$ cat config.mk
export PLATFORM = sky130hd
export DESIGN_NAME = hilo_muldiv_unit_flat
export DESIGN_NICKNAME = d
export VERILOG_FILES = /design/src/rtl/hilo_muldiv_unit_if.sv /design/src/rtl/hilo_muldiv_unit.sv /design/src/flat_wrapper.sv
export SDC_FILE = /design/constraint.sdc
export NUM_CORES = 1
export LEC_CHECK = 0
export ABC_CLOCK_PERIOD_IN_PS = 9780
export CORE_ASPECT_RATIO = 1.5
export CORE_MARGIN = 2
export CORE_UTILIZATION = 39
export CTS_BUF_LIST = sky130_fd_sc_hd__clkbuf_4 sky130_fd_sc_hd__clkbuf_8 sky130_fd_sc_hd__clkbuf_16
export CTS_CLUSTER_SIZE = 20
export DETAILED_ROUTE_END_ITERATION = 7
export PLACE_DENSITY = 0.64
export SYNTH_ARGS = -nofsm -noshare
export SYNTH_HDL_FRONTEND = slang
export SYNTH_SLANG_ARGS = --single-unit
$ cat constraint.sdc
create_clock -name clk -period 9.78 [get_ports clk]
set_input_delay 0.978 -clock clk [delete_from_list [all_inputs] [get_ports clk]]
set_output_delay 0.978 -clock clk [all_outputs]
set_load 0.02 [all_outputs]
$ cat src/rtl/hilo_muldiv_unit_if.sv
// hilo_muldiv_unit_if: execute-stage request/response bundle for the HI/LO
// multiply/divide engine (launch, cancel, mthi/mtlo, stall and results).
interface hilo_muldiv_unit_if #(
   parameter int unsigned WIDTH = 32
);
   logic             start;
   logic             cancel;
   logic             op_div;
   logic             is_signed;
   logic [WIDTH-1:0] a;
   logic [WIDTH-1:0] b;
   logic             hi_we;
   logic             lo_we;
   logic [WIDTH-1:0] wdata;
   logic             busy;
   logic             done;
   logic             div_by_zero;
   logic [WIDTH-1:0] hi;
   logic [WIDTH-1:0] lo;

   modport master (
      output start, cancel, op_div, is_signed, a, b, hi_we, lo_we, wdata,
      input  busy, done, div_by_zero, hi, lo
   );

   modport slave (
      input  start, cancel, op_div, is_signed, a, b, hi_we, lo_we, wdata,
      output busy, done, div_by_zero, hi, lo
   );
endinterface

$ cat src/rtl/hilo_muldiv_unit.sv
// hilo_muldiv_unit: iterative multiply/divide engine with HI/LO register pair.
// Multiply is radix-2 shift-add, divide is restoring shift-subtract; both run on
// operand magnitudes and apply signs in a single fix-up cycle.
module hilo_muldiv_unit #(
   parameter int unsigned WIDTH = 32
) (
   input logic               clk,
   input logic               rst,
   hilo_muldiv_unit_if.slave bus
);
   localparam int unsigned CW = $clog2(WIDTH) + 1;

   typedef enum logic [1:0] {IDLE, CALC, FIX, DONE} state_t;

   state_t             state;
   logic [2*WIDTH-1:0] acc;
   logic [WIDTH-1:0]   magB;
   logic               signA;
   logic               signB;
   logic               isDiv;
   logic [CW-1:0]      iterCnt;
   logic [WIDTH-1:0]   hiReg;
   logic [WIDTH-1:0]   loReg;
   logic               busyReg;
   logic               doneReg;
   logic               dbzReg;

   logic               inSignA;
   logic               inSignB;
   logic [WIDTH-1:0]   inMagA;
   logic [WIDTH-1:0]   inMagB;
   logic [WIDTH:0]     mulSum;
   logic [WIDTH:0]     divShift;
   logic               divGeq;
   logic [WIDTH-1:0]   divDiff;
   logic [WIDTH-1:0]   fixQuo;
   logic [WIDTH-1:0]   fixRem;
   logic [2*WIDTH-1:0] mulStep;
   logic [2*WIDTH-1:0] divStep;
   logic [2*WIDTH-1:0] fixVal;

   assign bus.hi          = hiReg;
   assign bus.lo          = loReg;
   assign bus.busy        = busyReg;
   assign bus.done        = doneReg;
   assign bus.div_by_zero = dbzReg;

   // Operand conditioning: signs and magnitudes of the incoming operands.
   always_comb begin
      inSignA = bus.is_signed & bus.a[WIDTH-1];
      inSignB = bus.is_signed & bus.b[WIDTH-1];
      inMagA  = inSignA ? -bus.a : bus.a;
      inMagB  = inSignB ? -bus.b : bus.b;
   end

   // One iteration of each datapath, plus the sign fix-up of the final result.
   always_comb begin
      // Multiply: acc = {partial product, remaining multiplier bits}.
      mulSum   = {1'b0, acc[2*WIDTH-1:WIDTH]} + {1'b0, (acc[0] ? magB : {WIDTH{1'b0}})};
      mulStep  = {mulSum, acc[WIDTH-1:1]};
      // Divide: acc = {partial remainder, dividend/quotient bits}. The remainder
      // stays below magB, so the shifted value fits in WIDTH+1 bits and the
      // difference, when taken, fits in WIDTH bits.
      divShift = acc[2*WIDTH-1:WIDTH-1];
      divGeq   = divShift >= {1'b0, magB};
      divDiff  = divShift[WIDTH-1:0] - magB;
      divStep  = divGeq ? {divDiff, acc[WIDTH-2:0], 1'b1} : {acc[2*WIDTH-2:0], 1'b0};
      fixQuo   = (signA ^ signB) ? -acc[WIDTH-1:0] : acc[WIDTH-1:0];
      fixRem   = signA ? -acc[2*WIDTH-1:WIDTH] : acc[2*WIDTH-1:WIDTH];
      fixVal   = isDiv ? {fixRem, fixQuo} : ((signA ^ signB) ? -acc : acc);
   end

   // Control FSM, datapath registers and HI/LO with registered status outputs.
   always_ff @(posedge clk or negedge rst) begin
      if (!rst) begin
         state   <= IDLE;
         acc     <= '0;
         magB    <= '0;
         signA   <= 1'b0;
         signB   <= 1'b0;
         isDiv   <= 1'b0;
         iterCnt <= '0;
         hiReg   <= '0;
         loReg   <= '0;
         busyReg <= 1'b0;
         doneReg <= 1'b0;
         dbzReg  <= 1'b0;
      end else begin
         doneReg <= 1'b0;
         dbzReg  <= 1'b0;
         // mthi/mtlo land in any state; result writes below take priority.
         if (bus.hi_we) hiReg <= bus.wdata;
         if (bus.lo_we) loReg <= bus.wdata;

         if (state == IDLE) begin
            if (bus.start && !bus.cancel) begin
               signA   <= inSignA;
               signB   <= inSignB;
               magB    <= inMagB;
               isDiv   <= bus.op_div;
               iterCnt <= '0;
               if (bus.op_div && (bus.b == '0)) begin
                  // Divide by zero: result is published immediately.
                  acc     <= {bus.a, {WIDTH{1'b1}}};
                  hiReg   <= bus.a;
                  loReg   <= '1;
                  doneReg <= 1'b1;
                  dbzReg  <= 1'b1;
                  state   <= DONE;
               end else begin
                  acc     <= {{WIDTH{1'b0}}, inMagA};
                  busyReg <= 1'b1;
                  state   <= CALC;
               end
            end
         end else if (bus.cancel) begin
            busyReg <= 1'b0;
            state   <= IDLE;
         end else begin
            case (state)
               CALC: begin
                  acc     <= isDiv ? divStep : mulStep;
                  iterCnt <= iterCnt + 1'b1;
                  if (iterCnt == CW'(WIDTH - 1)) state <= FIX;
               end
               FIX: begin
                  // Result is written on entry to DONE so it is readable the
                  // cycle busy drops, and rewritten in DONE so a concurrent
                  // mthi/mtlo cannot displace it.
                  acc     <= fixVal;
                  hiReg   <= fixVal[2*WIDTH-1:WIDTH];
                  loReg   <= fixVal[WIDTH-1:0];
                  busyReg <= 1'b0;
                  doneReg <= 1'b1;
                  state   <= DONE;
               end
               DONE: begin
                  hiReg <= acc[2*WIDTH-1:WIDTH];
                  loReg <= acc[WIDTH-1:0];
                  state <= IDLE;
               end
               default: state <= IDLE;
            endcase
         end
      end
   end
endmodule

$ cat src/flat_wrapper.sv
// flat-port wrapper written by rule: the top's interface ports become plain ports
module hilo_muldiv_unit_flat 
#(
   parameter int unsigned WIDTH = 32
)
  (clk, rst, bus_start, bus_cancel, bus_op_div, bus_is_signed, bus_a, bus_b, bus_hi_we, bus_lo_we, bus_wdata, bus_busy, bus_done, bus_div_by_zero, bus_hi, bus_lo);
  hilo_muldiv_unit_if #(.WIDTH(WIDTH)) bus_i ();
  input logic clk;
  input logic rst;
  input wire logic [$bits(bus_i.start)-1:0] bus_start;
  input wire logic [$bits(bus_i.cancel)-1:0] bus_cancel;
  input wire logic [$bits(bus_i.op_div)-1:0] bus_op_div;
  input wire logic [$bits(bus_i.is_signed)-1:0] bus_is_signed;
  input wire logic [$bits(bus_i.a)-1:0] bus_a;
  input wire logic [$bits(bus_i.b)-1:0] bus_b;
  input wire logic [$bits(bus_i.hi_we)-1:0] bus_hi_we;
  input wire logic [$bits(bus_i.lo_we)-1:0] bus_lo_we;
  input wire logic [$bits(bus_i.wdata)-1:0] bus_wdata;
  output wire logic [$bits(bus_i.busy)-1:0] bus_busy;
  output wire logic [$bits(bus_i.done)-1:0] bus_done;
  output wire logic [$bits(bus_i.div_by_zero)-1:0] bus_div_by_zero;
  output wire logic [$bits(bus_i.hi)-1:0] bus_hi;
  output wire logic [$bits(bus_i.lo)-1:0] bus_lo;
  assign bus_i.start = bus_start;
  assign bus_i.cancel = bus_cancel;
  assign bus_i.op_div = bus_op_div;
  assign bus_i.is_signed = bus_is_signed;
  assign bus_i.a = bus_a;
  assign bus_i.b = bus_b;
  assign bus_i.hi_we = bus_hi_we;
  assign bus_i.lo_we = bus_lo_we;
  assign bus_i.wdata = bus_wdata;
  assign bus_busy = bus_i.busy;
  assign bus_done = bus_i.done;
  assign bus_div_by_zero = bus_i.div_by_zero;
  assign bus_hi = bus_i.hi;
  assign bus_lo = bus_i.lo;
  hilo_muldiv_unit #(.WIDTH(WIDTH)) u_core (.clk(clk), .rst(rst), .bus(bus_i));
endmodule
==> run metrics, run 1 <==
Reg area=4360 um^2; cells after synthesis=2264; PostCTS Resize Cnt=0; CTS root buffer=clkbuf_16; dpl cells=2870; die extent in y=261 um; Max Cap Viol=0; hold depth=2; TNS Setup=0 ns; dpl hpwl=51600 um; Worst Hold End=u_core.magB[21]$_DFFE_PN0P_; Layout fillers=4422; Inserted Diodes=0; Multi-input gate area=11900 um^2; Max Buffers Root-to-Sink=2; cts bufs inserted=17; critical path class=reg2reg; Post-synth EDFFs=0; Initial DRC Count=2132; core box area=43600 um^2; Slew headroom=0.220; Die W=175 um; Setup Viol. Count Final=0; post-synthesis sequential area ratio=0.254; area fraction in compound gates after synthesis=0.290; run status=finished clean; R2R Path Start=u_core.acc[0]$_DFFE_PN0P_; RSZ-0062 raised after global routing=false; largest net degree at the start of global routing=111; total wire length=67400 um; Avg Inst Size Synth=7.57 um^2; Top FF cell, synth=dfrtp_1; Async S/R FF share, synth=1.00; Hold Startpoint=u_core.magB[21]$_DFFE_PN0P_; worst-skew pair later-pin latency=0.47 ns; CTS Hold Bufs=0; CP endpoint kind=flop; 1st-pass router iterations=6; skew final=0.0190 ns; CTS HTree Levels=4; port bufs=170; final layout net count=2493; post-synthesis mux area share=0.0729; vias in the first global route=17345; row cnt=94; first-pass GRT wire length=103000 um; Final ANT Viol Nets=0; WL/cell=23.2 um; Synth area leaders=dfrtp_1 25%, o21ai_0 6.3%, a21oi_1 5.7%; CP arrival=5.07 ns; post-CTS setup buffer count=0; Slew @ Worst Pin=1.17 ns; worst hold path class=reg2reg; Non-Filler Instances=2902; Final Cycle Share=0.483; maximum vdd drop=0.000162 V; via count=17912; post-synthesis adder-cell area fraction=0.0564; main combinational cell family by area after synthesis=compound AO/OA/AOI/OAI gates; TritonCTS clock tree=built; synthesized cell area=17100 um^2; commonest cells in the netlist=251 x nand2_1, 216 x nor2_1, 216 x o21ai_0; Die Area=45700 um^2; Reg2Reg Depth=12; total track usage=0.292; worst path required time=10.13 ns; Post-Synth Simple-Gate Area=0.191; share of cells above drive strength 1=0.0585; most frequent cell after synthesis=nand2_1; # IOs=171; Startpoint Class=flop; fin crit period=4.72 ns; Worst-path clk slew=0.07 ns; area share of the largest cell type after synthesis=0.254; initial core utilization=0.393; post-synthesis xor/xnor area fraction=0.0818; gr ovfl total=0; reg2reg end=u_core.acc[61]$_DFFE_PN0P_; Yosys top cell by area=dfrtp_1; Via density=6.17; Final Hold Fails=0; Max Slew Vio Count=0; initial antenna violation count=0; Worst R2R Setup Slack=5.06 ns; PwrDens=402 nW/um^2; Synth Warn #=0; GPL Wtd Cong=1.01; # DRC=0; Yosys cell types=85; CTS Sinks=174; Yosys reg bits=174; syn_nets=2444; area grow syn2layout=15.4%; CP Max Fanout=33; Lkg Pwr=8.15 nW; FMAX=0.212 GHz
==> critical path, cell delays in order, from the launching register on <==
cell	delay, ns
dfrtp_1	0.50
inv_1	0.84
nor2_1	0.22
fa_1	0.51
a21oi_1	0.26
o2111ai_1	0.23
a2111oi_0	0.86
nor3_1	0.30
nand4_1	0.23
a21oi_1	0.09
o22ai_1	0.26
mux2i_1	0.22
nand2_1	0.07
==> power breakdown <==
group,switching (mW),internal (mW),total [mW]
Sequential,0.599,1.06,1.66
Clock,0.357,0.339,0.696
Combinational,3.40,2.18,5.58
Total,4.35,3.59,7.94
==> sequential cells by signal, indices dropped and copies added, names as in the netlist <==
name / cells
u_core.acc: 64
u_core.bus.busy: 1
u_core.bus.div_by_zero: 1
u_core.bus.done: 1
u_core.bus.hi: 32
u_core.bus.lo: 32
u_core.isDiv: 1
u_core.iterCnt: 6
u_core.magB: 32
u_core.signA: 1
u_core.signB: 1
u_core.state: 2
==> cell families after synthesis <==
logic type                 count (synthesis)
xor gates and xnor gates                 160
muxes                                    120
and+or+nand+nor                          714
buffers and inverters                    243
AOI/OAI and AO/OA                        777
DFF                                      174
adders and majority gates                 76
==> through the flow <==
stage	hold slack (ns)	worst slack, ns	util	power [mW]	cell area [um^2]
2_1_floorplan	0.450	6.10	-	5.36	17100
3_3_place_gp	0.463	4.90	0.440	7.08	19200
3_5_place_dp	0.470	4.81	0.440	7.13	19200
4_1_cts	0.487	5.14	0.453	7.85	19800
5_1_grt	0.510	4.83	0.453	8.56	19800
6_report	0.479	5.06	0.453	7.94	19800
==> placed cells by master, fill, tap and decap left out, types with 56 or more instances in the layout <==
| master | synthesis | layout |
|---|---|---|
| nand2_1 | 251 | 250 |
| xnor2_1 | 88 | 87 |
| nor3_1 | 56 | 56 |
| clkdlybuf4s50_1 | 0 | 168 |
| mux2i_1 | 82 | 82 |
| nor2_1 | 216 | 216 |
| a21oi_1 | 196 | 196 |
| inv_1 | 67 | 67 |
| dfrtp_1 | 174 | 173 |
| xor2_1 | 72 | 72 |
| ha_1 | 74 | 72 |
| o21ai_0 | 216 | 215 |
==> layer usage <==
metal | GRT usage | vias to the layer above | part of all wire
met5 | 0 | - | 0
met4 | 0.182 | 0 | 0.066
met3 | 0.0376 | 204 | 0.063
met2 | 0.508 | 840 | 0.49
met1 | 0.338 | 8457 | 0.38
li1 | - | 8411 | -
==> worst max path at each step <==
stage	end	cells past startpoint	start	slack (ns)
3_3_place_gp	u_core.bus.hi[3]$_DFF_PN0_	10	bus_b[10]	4.90
2_1_floorplan	u_core.bus.hi[21]$_DFF_PN0_	9	bus_b[20]	6.10
4_1_cts	u_core.acc[61]$_DFFE_PN0P_	12	u_core.acc[0]$_DFFE_PN0P_	5.14
6_report	u_core.acc[61]$_DFFE_PN0P_	12	u_core.acc[0]$_DFFE_PN0P_	5.06
5_1_grt	u_core.acc[61]$_DFFE_PN0P_	12	u_core.acc[0]$_DFFE_PN0P_	4.83
3_5_place_dp	u_core.bus.hi[10]$_DFF_PN0_	9	bus_b[10]	4.81
==> final cells by class <==
class,count,share of cell area
clock buffers,17,0.0215
multi-input cells,1847,0.602
clock inverters,15,0.00709
inverters,68,0.0129
well taps,576,0.0365
repair buffers,205,0.0993
flip-flops and latches,174,0.221
Note: power is estimated with default switching activity, not from simulation.
==> inputs of run 2 (changes only) <==
- ABC_CLOCK_PERIOD_IN_PS: 9780 -> 4300
- PLACE_DENSITY: 0.64 -> 0.66
- clock period: 9.78 -> 4.3 ns (I/O delays scaled with it)
==> run 2 against run 1 <==
The run now ends with negative hold slack left. Critical endpoint unchanged. Count of clock-buffer cells in the layout rose by 1. Largest power group unchanged. Clock skew fell by 0.0055 ns. Combinational power rose by 140%. Sequential power rose by 110%. Largest cell class unchanged. Routed wire length rose by 3.4%.
==> run metrics, run 2 (synthesis results as in run 1) <==
FMAX=0.271 GHz (+28%); Final ANT Viol Nets=0 (unchanged); Final Cycle Share=0.857 (+0.374); initial antenna violation count=1 (+1); most frequent cells in the layout=250 x nand2_1, 216 x nor2_1, 215 x o21ai_0, 196 x a21oi_1, 173 x dfrtp_1; die extent in y=261 um (unchanged); Startpoint Class=flop; maximum vdd drop=0.000412 V (+160%); port bufs=170 (unchanged); hold slack=-0.000766 ns (-0.480 ns); Slew headroom=0.242 (+0.0219); Inserted Diodes=0 (unchanged); # IOs=171 (unchanged); PwrDens=924 nW/um^2 (+130%); Power Total=18.7 mW (+140%); Core Util, Final=0.464 (+0.0116); failing checks=negative hold slack; via count=18386 (+2.6%); vias in the first global route=18014 (+3.9%); Die W=175 um (unchanged); dpl hpwl=54600 um (+5.9%); skew final=0.0135 ns (-0.00547 ns); reg2reg end=u_core.acc[61]$_DFFE_PN0P_; final setup margin=0.616 ns (-4.44 ns); Worst R2R Setup Slack=0.62 ns (-4.44 ns); worst-skew pair later-pin latency=0.47 ns (about the same); Post-Place Setup Slack=0.688 ns (-4.12 ns); CTS HTree Levels=4 (unchanged); Lkg Pwr=8.47 nW (+3.9%); Reg2Reg Depth=14 (+2); Largest register FFs=64 (unchanged); fin crit period=3.68 ns (-1.04 ns); run status=finished, violations left; Setup Viol. Count Final=0 (unchanged); core box area=43600 um^2 (unchanged); share of cells above drive strength 1=0.0825 (+0.0241); Multi-input gate area=11900 um^2 (about the same); first-pass GRT wire length=106000 um (+2.9%); CP arrival=4.04 ns (-1.03 ns); total wire length=69700 um (+3.4%); dpl cells=2932 (+2.2%); worst path required time=4.66 ns (-5.47 ns); critical path launch point=u_core.magB[0]$_DFFE_PN0P_; R2R Path Start=u_core.magB[0]$_DFFE_PN0P_; 1st-pass router iterations=7 (+1); TritonCTS clock tree=built; final layout net count=2555 (+2.5%); initial core utilization=0.393 (unchanged); leading cell type in the layout, fill and taps excluded=nand2_1; Initial DRC Count=2098 (-1.6%); area grow syn2layout=18.3%; Non-Filler Instances=2963 (+2.1%); CP endpoint kind=flop; critical path class=reg2reg; CP peak stage delay=0.57 ns (-0.29 ns); Final Hold Fails=1 (+1); cts bufs inserted=17 (unchanged); Slew @ Worst Pin=1.13 ns (-0.0328 ns); row cnt=94 (unchanged); CP Max Fanout=3 (-91%); RSZ-0062 raised after global routing=false; post-CTS setup buffer count=0 (unchanged); Die Area=45700 um^2 (unchanged); CTS root buffer=clkbuf_16; CP cell instances=and2_1 -> ha_1 -> fa_1 -> a21oi_1 -> o2111ai_1 -> a2111oi_0 -> buf_4 -> nor3_1 -> buf_4 -> nand4_1 -> a21oi_1 -> o22ai_1 -> mux2i_1 -> nand2_1; total track usage=0.301 (+0.00925); CTS Hold Bufs=0 (unchanged); WL/cell=23.5 um (+1.3%); # DRC=0 (unchanged); TNS Setup=0 ns (unchanged); register with the most flip-flops=u_core.acc; Max Cap Viol=0 (unchanged); Layout fillers=4396 (-0.59%); Via density=6.21 (+0.53%); gr ovfl total=0 (unchanged); Max Slew Vio Count=0 (unchanged); CTS Sinks=174 (unchanged); GPL Wtd Cong=1.03 (+1.8%); Worst-path clk slew=0.08 ns (about the same); PostCTS Resize Cnt=0 (unchanged); Reg area=4360 um^2 (unchanged); CP max-delay cell=a2111oi_0; Max Buffers Root-to-Sink=2 (unchanged); largest net degree at the start of global routing=93 (-16%); worst hold path class=in2async
-- run 2: changes by cell type in the layout (fill, tap and decap cells not counted), sizes merged --
cell	before	now
bufinv	0	2
clkinv	4	6
clkdlybuf4s50	168	167
clkbuf	18	19
buf	36	99
inv	78	72
-- run 2: area by class of cell --
type | count | area share
clock inverters | 13 | 0.00759
clock buffers | 18 | 0.0217
multi-input cells | 1847 | 0.587
well taps | 576 | 0.0356
inverters | 68 | 0.0126
flip-flops and latches | 174 | 0.215
repair buffers | 267 | 0.121
-- run 2: through the flow --
| step | instance area [um^2] | hold slack (ns) |
|---|---|---|
| global placement | 19700 | 0.464 |
| CTS | 20300 | 0.0802 |
| floorplan | 17100 | 0.134 |
| finish | 20300 | -0.000766 |
| detailed placement | 19700 | 0.472 |
| global route | 20300 | 0.0783 |
-- run 2: critical path, delay by kind of cell (launching register included) --
family / cells / cell delay (ns)
flip-flops: 1 / 0.48
buffers and inverters: 2 / 0.38
AO/OA/AOI/OAI: 5 / 1.38
multiplexers: 1 / 0.23
AND/OR/NAND/NOR: 4 / 0.46
adder cells (fa/ha/maj): 2 / 0.64
-- run 2: how the worst max path moves through the flow --
stage | slack (ns) | endpoint
after detailed placement | 0.69 | u_core.acc[61]$_DFFE_PN0P_
after CTS | 0.67 | u_core.acc[61]$_DFFE_PN0P_
after global routing | 0.42 | u_core.acc[61]$_DFFE_PN0P_
final | 0.62 | u_core.acc[61]$_DFFE_PN0P_
after floorplan | 1.07 | u_core.acc[53]$_DFFE_PN0P_
after global placement | 0.68 | u_core.acc[61]$_DFFE_PN0P_
-- run 2: per-layer routing --
layer	vias to the layer above	wire length (um)	global-route usage
li1	8531	-	-
met1	8616	26100	0.347
met2	984	33500	0.515
met3	255	4490	0.0353
met4	0	5590	0.216
met5	-	0	0
-- run 2: power by group --
part / leakage [nW] / total, mW / switching (mW) / internal [mW]
clock: 0.290 / 1.64 / 0.754 / 0.881
combinational: 6.06 / 13.6 / 8.29 / 5.28
sequential: 2.12 / 3.52 / 1.10 / 2.42
total: 8.47 / 18.7 / 10.1 / 8.58
==> inputs of run 3 (changes only) <==
- CORE_ASPECT_RATIO: 1.5 -> not set
- CTS_CLUSTER_SIZE: 20 -> 10
- SKIP_LAST_GASP: not set -> 1
==> run 3 against run 2 <==
The flow now finishes without violations. Highest routed layer unchanged. Sequential share of layout area up 0.099 points. Non-clock buffer count down 18. Clock power up 4%. Count of clock-buffer cells in the layout up 1. Critical path depth down 1. Final cell count down 0.30%. Die area about the same. Critical endpoint unchanged. Final area down 0.46%. Register-to-register slack worse by 0.30 ns. Total power about the same. Hold slack better by 0.48 ns.
==> run metrics, run 3 (synthesis results as in run 1) <==
CTS HTree Levels=4 (unchanged); Worst Hold End=u_core.magB[7]$_DFFE_PN0P_; initial core utilization=0.397 (+0.00421); Lkg Pwr=8.39 nW (-0.96%); PwrDens=928 nW/um^2 (+0.40%); final layout net count=2537 (-0.70%); cts bufs inserted=17 (unchanged); share of cells above drive strength 1=0.0756 (-0.00697); maximum vdd drop=0.000469 V (+14%); leading cell type in the layout, fill and taps excluded=nand2_1; CP arrival=4.34 ns (+0.30 ns); run status=finished clean; via count=18216 (-0.92%); register with the most flip-flops=u_core.acc; port bufs=170 (unchanged); Die Area=45600 um^2 (about the same); gr ovfl total=0 (unchanged); Die W=214 um (+22%); Worst R2R Setup Slack=0.32 ns (-0.30 ns); Startpoint Class=flop; Reg2Reg Depth=13 (-1); R2R Path Start=u_core.acc[0]$_DFFE_PN0P_; Final Cycle Share=0.926 (+0.0697); Layout fillers=4375 (-0.48%); dpl hpwl=53400 um (-2.1%); Initial DRC Count=1937 (-7.7%); critical path class=reg2reg; WL/cell=23.6 um (+0.32%); 1st-pass router iterations=6 (-1); CTS Sinks=174 (unchanged); worst hold path class=reg2reg; Max Cap Viol=0 (unchanged); final setup margin=0.317 ns (-0.300 ns); initial antenna violation count=0 (-1); RSZ-0062 raised after global routing=false; Non-Filler Instances=2954 (-0.30%); Slew headroom=0.291 (+0.0490); TNS Setup=0 ns (unchanged); fin crit period=3.98 ns (+0.300 ns); Final ANT Viol Nets=0 (unchanged); post-CTS setup buffer count=0 (unchanged); hold slack=0.478 ns (+0.479 ns); Max Buffers Root-to-Sink=2 (unchanged); area grow syn2layout=17.8%; CP endpoint kind=flop; Hold Startpoint=u_core.magB[7]$_DFFE_PN0P_; Worst-path clk slew=0.07 ns (about the same); CP Max Fanout=14 (+11); Final Hold Fails=0 (-1); Largest register FFs=64 (unchanged); vias in the first global route=17364 (-3.6%); worst-skew pair later-pin latency=0.47 ns (about the same); skew final=0.0140 ns (+0.000474 ns); TritonCTS clock tree=built; # IOs=171 (unchanged); row cnt=76 (-19%); Setup Viol. Count Final=0 (unchanged); reg2reg end=u_core.acc[61]$_DFFE_PN0P_; hold depth=2; Via density=6.17 (-0.62%); die extent in y=214 um (-18%); first-pass GRT wire length=106000 um (-0.35%); Max Slew Vio Count=0 (unchanged); CTS root buffer=clkbuf_16; GPL Wtd Cong=0.988 (-4.0%); core box area=43200 um^2 (-1.1%); dpl cells=2922 (-0.34%); PostCTS Resize Cnt=0 (unchanged); total track usage=0.306 (+0.00508); Reg area=4360 um^2 (unchanged); Multi-input gate area=11900 um^2 (about the same); # DRC=0 (unchanged); total wire length=69700 um (about the same); most frequent cells in the layout=250 x nand2_1, 216 x nor2_1, 215 x o21ai_0, 196 x a21oi_1, 173 x dfrtp_1; FMAX=0.251 GHz (-7.5%); worst path required time=4.66 ns (about the same); Post-Place Setup Slack=0.495 ns (-0.193 ns); Power Total=18.7 mW (about the same); Inserted Diodes=0 (unchanged); Slew @ Worst Pin=1.06 ns (-0.0733 ns); largest net degree at the start of global routing=115 (+24%)
run 3: cell types whose count changed in the layout (fill, tap and decap cells not counted), sizes merged:
cell	before	now
clkinvlp	1	3
bufinv	2	3
dlygate4sd3	0	1
clkinv	6	3
buf	99	81
inv	72	71
run 3: stage by stage:
stage	cell area, um^2	util
floorplan	17100	-
global placement	19600	0.453
detailed placement	19600	0.453
CTS	20200	0.467
global route	20200	0.467
finish	20200	0.467
run 3: what timing repair did:
action,4_1_cts,5_1_grt
endpoints found under the hold margin,60,0
hold buffers,1,0
setup endpoints to repair,0,0
run 3: layout make-up:
| cell class | count | share of cell area |
|---|---|---|
| clock inverter | 12 | 0.00781 |
| timing repair buffer | 249 | 0.115 |
| sequential | 174 | 0.216 |
| clock buffer | 19 | 0.0221 |
| multi-input combinational | 1847 | 0.590 |
| tap | 585 | 0.0363 |
| inverter | 68 | 0.0127 |
run 3: routing by layer:
metal  wire length [um]  part of all wire  vias to the layer above  GRT usage
met5                  0                 0                        -          0
met4               2970             0.043                        0      0.140
met3               6020             0.086                      157     0.0475
met2              30600              0.44                      964      0.476
met1              30100              0.43                     8611      0.418
li1                   -                 -                     8484          -
run 3: worst max path at each step:
stage	startpoint	endpoint	slack (ns)	depth (start not counted)
floorplan	u_core.acc[4]$_DFFE_PN0P_	u_core.acc[53]$_DFFE_PN0P_	1.07	11
global placement	u_core.acc[0]$_DFFE_PN0P_	u_core.acc[61]$_DFFE_PN0P_	0.47	13
detailed placement	u_core.acc[0]$_DFFE_PN0P_	u_core.acc[61]$_DFFE_PN0P_	0.49	13
CTS	u_core.acc[0]$_DFFE_PN0P_	u_core.acc[61]$_DFFE_PN0P_	0.46	13
global route	u_core.acc[0]$_DFFE_PN0P_	u_core.acc[61]$_DFFE_PN0P_	0.19	13
finish	u_core.acc[0]$_DFFE_PN0P_	u_core.acc[61]$_DFFE_PN0P_	0.32	13
run 3: worst max-delay path, cell delays in order (launching register included):
cell	delay, ns
dfrtp_1	0.39
inv_1	0.40
nor2_1	0.17
fa_1	0.49
a21oi_1	0.27
o2111ai_1	0.20
a2111oi_0	0.71
buf_4	0.23
nor3_1	0.10
nand4_1	0.23
a21oi_1	0.10
o22ai_1	0.28
mux2i_1	0.24
nand2_1	0.07
run 3: report_power, final:
group          switching (mW)  internal [mW]
sequential               1.03           2.42
clock                   0.758          0.938
combinational            8.39           5.17
total                    10.2           8.53
==> patch 1, RTL diff (flow settings as in run 2) <==
`WIDTH` is set to 32 in 3 places; all go to 16.
--- a/src/rtl/hilo_muldiv_unit_if.sv
+++ b/src/rtl/hilo_muldiv_unit_if.sv
@@ -3,3 +3,3 @@
 interface hilo_muldiv_unit_if #(
-   parameter int unsigned WIDTH = 32
+   parameter int unsigned WIDTH = 16
 );
--- a/src/rtl/hilo_muldiv_unit.sv
+++ b/src/rtl/hilo_muldiv_unit.sv
@@ -4,3 +4,3 @@
 module hilo_muldiv_unit #(
-   parameter int unsigned WIDTH = 32
+   parameter int unsigned WIDTH = 16
 ) (
--- a/src/flat_wrapper.sv
+++ b/src/flat_wrapper.sv
@@ -3,3 +3,3 @@
 #(
-   parameter int unsigned WIDTH = 32
+   parameter int unsigned WIDTH = 16
 )
Interface: changed (5 resized); port bits go from 171 to 91. No check against the original RTL was run, so the function may have changed too.
==> patch 1 against run 2 <==
- combinational power shrank 56%
- worst setup slack improved by 0.32 ns
- utilization is essentially flat
- sequential cell count fell by 81
- cell count down 51%
- wire length fell by 56%
- via count fell by 52%
- total power decreased by 53%
- cell area fell by 50%
- area after synthesis fell by 50%
- die area shrank 49%
- count of clock-buffer cells in the layout shrank 6
- global-route usage fell by 3.9 points
- critical endpoint is now u_core.acc[29]
- highest routed layer unchanged
==> patch 1: results (changes against run 2) <==
| Metric | Value |
|---|---|
| Dpl cells | 1430 (was 2932) |
| Footprint of the multi-input gates | 0.00590 sq mm (was 0.0119 sq mm) |
| # clk buffers | 12 (was 18) |
| Post-Route Skew | 0.0103 ns (was 0.0135 ns) |
| Met1 Track Usage GR | 0.310 (was 0.347) |
| Register area share after synthesis | 0.269 (was 0.254) |
| Adder-Cell Fraction of Synth Area | 0.0669 (was 0.0564) |
| Synth top area cells | dfrtp_1 27%, o21ai_0 7.1%, ha_1 6.2%, a21oi_1 5.9%, nand2_1 5.5% (was dfrtp_1 25%, o21ai_0 6.3%, a21oi_1 5.7%, nand2_1 5.5%, ha_1 5.4%) |
| Detailed placer's ending HPWL | 23.3 mm (was 54.6 mm) |
| Largest net degree at the start of global routing | 67 (was 93) |
| H-tree depth | 3 (was 4) |
| Clock buf/inv share | 0.0318 (was 0.0293) |
| GR Util met3 | 0.0356 (was 0.0353) |
| Post-synthesis mux area share | 0.0643 (was 0.0729) |
| CP max FO | 16 (was 3) |
| CTS Buf Count | 9 (was 17) |
| DRT met1 WL | 11.8 mm (was 26.1 mm) |
| Placement Setup Slack | 0.974 ns (was 0.688 ns) |
| Placed cell area | 0.00976 sq mm (was 0.0197 sq mm) |
| NumNets Final | 1270 (was 2555) |
| Outcome | finished, final reports clean (was finished, violations left) |
| FF+latch count, synth | 93 (was 174) |
| Crit path DAT | 3.62 ns (was 4.04 ns) |
| Vias | 8793 (was 18386) |
| First-pass GRT wire length | 48.7 mm (was 106 mm) |
| PortBufs | 90 (was 170) |
| Fraction of area in registers | 0.231 (was 0.215) |
| Combinational cell fraction of total power | 0.683 (was 0.725) |
| Syn_nets | 1223 (was 2444) |
| Max reg flops | 32 (was 64) |
| Proportion of layout cells with a drive suffix above 1 | 0.0656 (was 0.0825) |
| Finished Core Util | 0.464 (about the same) |
patch 1: critical path: stages (launching register included):
cell and delay (ns):
dfrtp_1 0.44, inv_1 0.43, nor2_1 0.17, fa_1 0.46, a21oi_1 0.28, o211ai_1 0.21, a31oi_1 0.33, o21ai_0 0.17
and2_1 0.19, nor3_1 0.17, a31oi_1 0.06, o41ai_1 0.32
patch 1: worst paths after layout:
check / cells past startpoint / from / endpoint / slack [ns]
setup / recovery: 11 / u_core.acc[0] / u_core.acc[29] / 0.94
hold / removal: 1 / rst / u_core.acc[3] / 0.20
setup reg to reg: 11 / u_core.acc[0] / u_core.acc[29] / 0.94
hold reg to reg: 2 / u_core.iterCnt[4] / u_core.iterCnt[4] / 0.48
max in group asynchronous: 2 / rst / u_core.bus.done / 3.17
min in group clk: 2 / u_core.iterCnt[4] / u_core.iterCnt[4] / 0.48
==> patch 2, RTL diff (settings of run 2) <==
Without the edit above. Re-encode `state_t` (4 states) as one-hot, 4 bits wide.
--- a/src/rtl/hilo_muldiv_unit.sv
+++ b/src/rtl/hilo_muldiv_unit.sv
@@ -12,3 +12,3 @@
 
-   typedef enum logic [1:0] {IDLE, CALC, FIX, DONE} state_t;
+   typedef enum logic [3:0] {IDLE = 4'b0001, CALC = 4'b0010, FIX = 4'b0100, DONE = 4'b1000} state_t;
 
Formal check against the unedited RTL: no difference found for any inputs over 4 cycles, from zero or initial values and one cycle with rst low; so few cycles prove little.
==> patch 2 against run 2 <==
- worst hold slack improved by 0.050 ns
- sequential cell count rose by 2
- worst setup slack got worse by 0.55 ns
- cell area fell by 1.0%
- total power fell by 26%
- critical path type unchanged
- utilization rose by 0.39 points
- area after synthesis fell by 1.5%
- wire length fell by 0.29%
==> patch 2: results (changes against run 2) <==
| Metric | Value |
|---|---|
| Synth Warn # | 0 (unchanged) |
| Outcome | finished, final reports clean (was finished, violations left) |
| Worst Max-Slew Pin Slew | 1.25 ns (was 1.13 ns) |
| Path depth of the worst reg2reg path | 11 (was 14) |
| Initial DRC Count | 1942 (was 2098) |
| Final WL | 69.5 mm (was 69.7 mm) |
| CP startpoint | u_core.acc[57] (was u_core.magB[0]) |
| Proportion of layout cells with a drive suffix above 1 | 0.0794 (was 0.0825) |
| WL per Instance | 23.5 um (about the same) |
| Vias | 18143 (was 18386) |
| CP max FO | 12 (was 3) |
| Leakage | 8.59 nW (was 8.47 nW) |
| Setup Buffers After CTS | 0 (unchanged) |
| Main synth FF type | dfrtp_1 (unchanged) |
| Fillers | 4360 (was 4396) |
| RR Startpoint | u_core.acc[57] (was u_core.magB[0]) |
| Synth top area cells | dfrtp_1 26%, o21ai_0 7.1%, mux2i_1 5.6%, a21oi_1 5.5%, nand2_1 5.5% (was dfrtp_1 25%, o21ai_0 6.3%, a21oi_1 5.7%, nand2_1 5.5%, ha_1 5.4%) |
| Register area share after synthesis | 0.261 (was 0.254) |
| Gr usage total | 0.301 (about the same) |
| Dpl cells | 2919 (was 2932) |
| VDD IR max | 0.365 mV (was 0.412 mV) |
| NumNets Final | 2543 (was 2555) |
| FF-to-FF End | u_core.acc[44] (was u_core.acc[61]) |
| GP Congestion | 0.941 (was 1.03) |
| Post-Route Skew | 0.0150 ns (was 0.0135 ns) |
| Initial antenna violation count | 0 (was 1) |
| Cell variety after synth | 82 (was 85) |
| First-pass detailed-route iteration total | 6 (was 7) |
| Syn_nets | 2422 (was 2444) |
| Min-Delay Path Class | primary input to async pin (unchanged) |
| Footprint of the multi-input gates | 0.0116 sq mm (was 0.0119 sq mm) |
| First-pass GRT wire length | 105 mm (was 106 mm) |
| Max Root-Sink Buffers | 2 (unchanged) |
| Mapped Cells | 2247 (was 2264) |
| Detailed placer's ending HPWL | 53.5 mm (was 54.6 mm) |
| R2R setup slack | 0.06 ns (was 0.62 ns) |
| Largest net degree at the start of global routing | 89 (was 93) |
| Commonest cells in the netlist | 249 x nand2_1, 241 x nor2_1, 240 x o21ai_0 (was 251 x nand2_1, 216 x nor2_1, 216 x o21ai_0) |
==> patch 2: layout make-up <==
class / instances / area share
tap: 570 / 0.0356
multi-input combinational: 1836 / 0.580
clock buffer: 17 / 0.0212
clock inverter: 14 / 0.00667
inverter: 62 / 0.0116
timing repair buffer: 275 / 0.125
sequential: 176 / 0.220
==> patch 2: kinds of logic after synthesis <==
kind of cell | Yosys count | synth area share
xor gates and xnor gates | 161 | 0.0835
AOI/OAI and AO/OA | 771 | 0.288
muxes | 103 | 0.0617
adders and majority gates | 71 | 0.0535
buffers and inverters | 235 | 0.0530
DFF | 176 | 0.261
and+or+nand+nor | 730 | 0.199
==> patch 2: power by group <==
group | switching [W] | internal [W] | leakage [nW] | total, W
combinational | 0.00572 | 0.00360 | 6.13 | 0.00933
clock | 0.000765 | 0.000805 | 0.270 | 0.00157
sequential | 0.000808 | 0.00222 | 2.19 | 0.00303
total | 0.00729 | 0.00663 | 8.59 | 0.0139
==> patch 2: stage by stage <==
step           power [W]  cell area [sq um]  hold WS, ns  setup WS, ns
4_1_cts           0.0137              20100       0.0762         0.219
6_report          0.0139              20100       0.0497        0.0623
2_1_floorplan    0.00890              16900        0.134         0.875
3_3_place_gp      0.0121              19500        0.463         0.318
3_5_place_dp      0.0121              19500        0.470         0.227
5_1_grt           0.0148              20100        0.107        0.0227
==> patch 2: layer usage <==
metal,GRT usage,share of wire,vias to the layer above
li1,-,-,8446
met4,0.200,0.067,0
met5,0,0,-
met3,0.0348,0.060,202
met1,0.353,0.39,8628
met2,0.518,0.48,867
==> patch 2: worst max-delay path, stage by stage, from the launching register on <==
cell and delay (ns):
dfrtp_1 0.53, ha_1 0.50, and4_1 0.41, nand4_1 0.14, nor4_1 0.88, a221oi_1 0.28
nor2_1 0.18, a21o_1 0.46, buf_4 0.27, a222oi_1 0.14, o211a_1 0.23, o21ai_0 0.13
==> patch 2: how the worst max path moves through the flow <==
stage | slack, ns | cells after the start | end
after floorplan | 0.87 | 12 | u_core.acc[49]
after global placement | 0.32 | 10 | u_core.acc[39]
after detailed placement | 0.23 | 11 | u_core.acc[44]
after CTS | 0.22 | 11 | u_core.acc[44]
after global routing | 0.02 | 11 | u_core.acc[44]
final | 0.06 | 11 | u_core.acc[44]
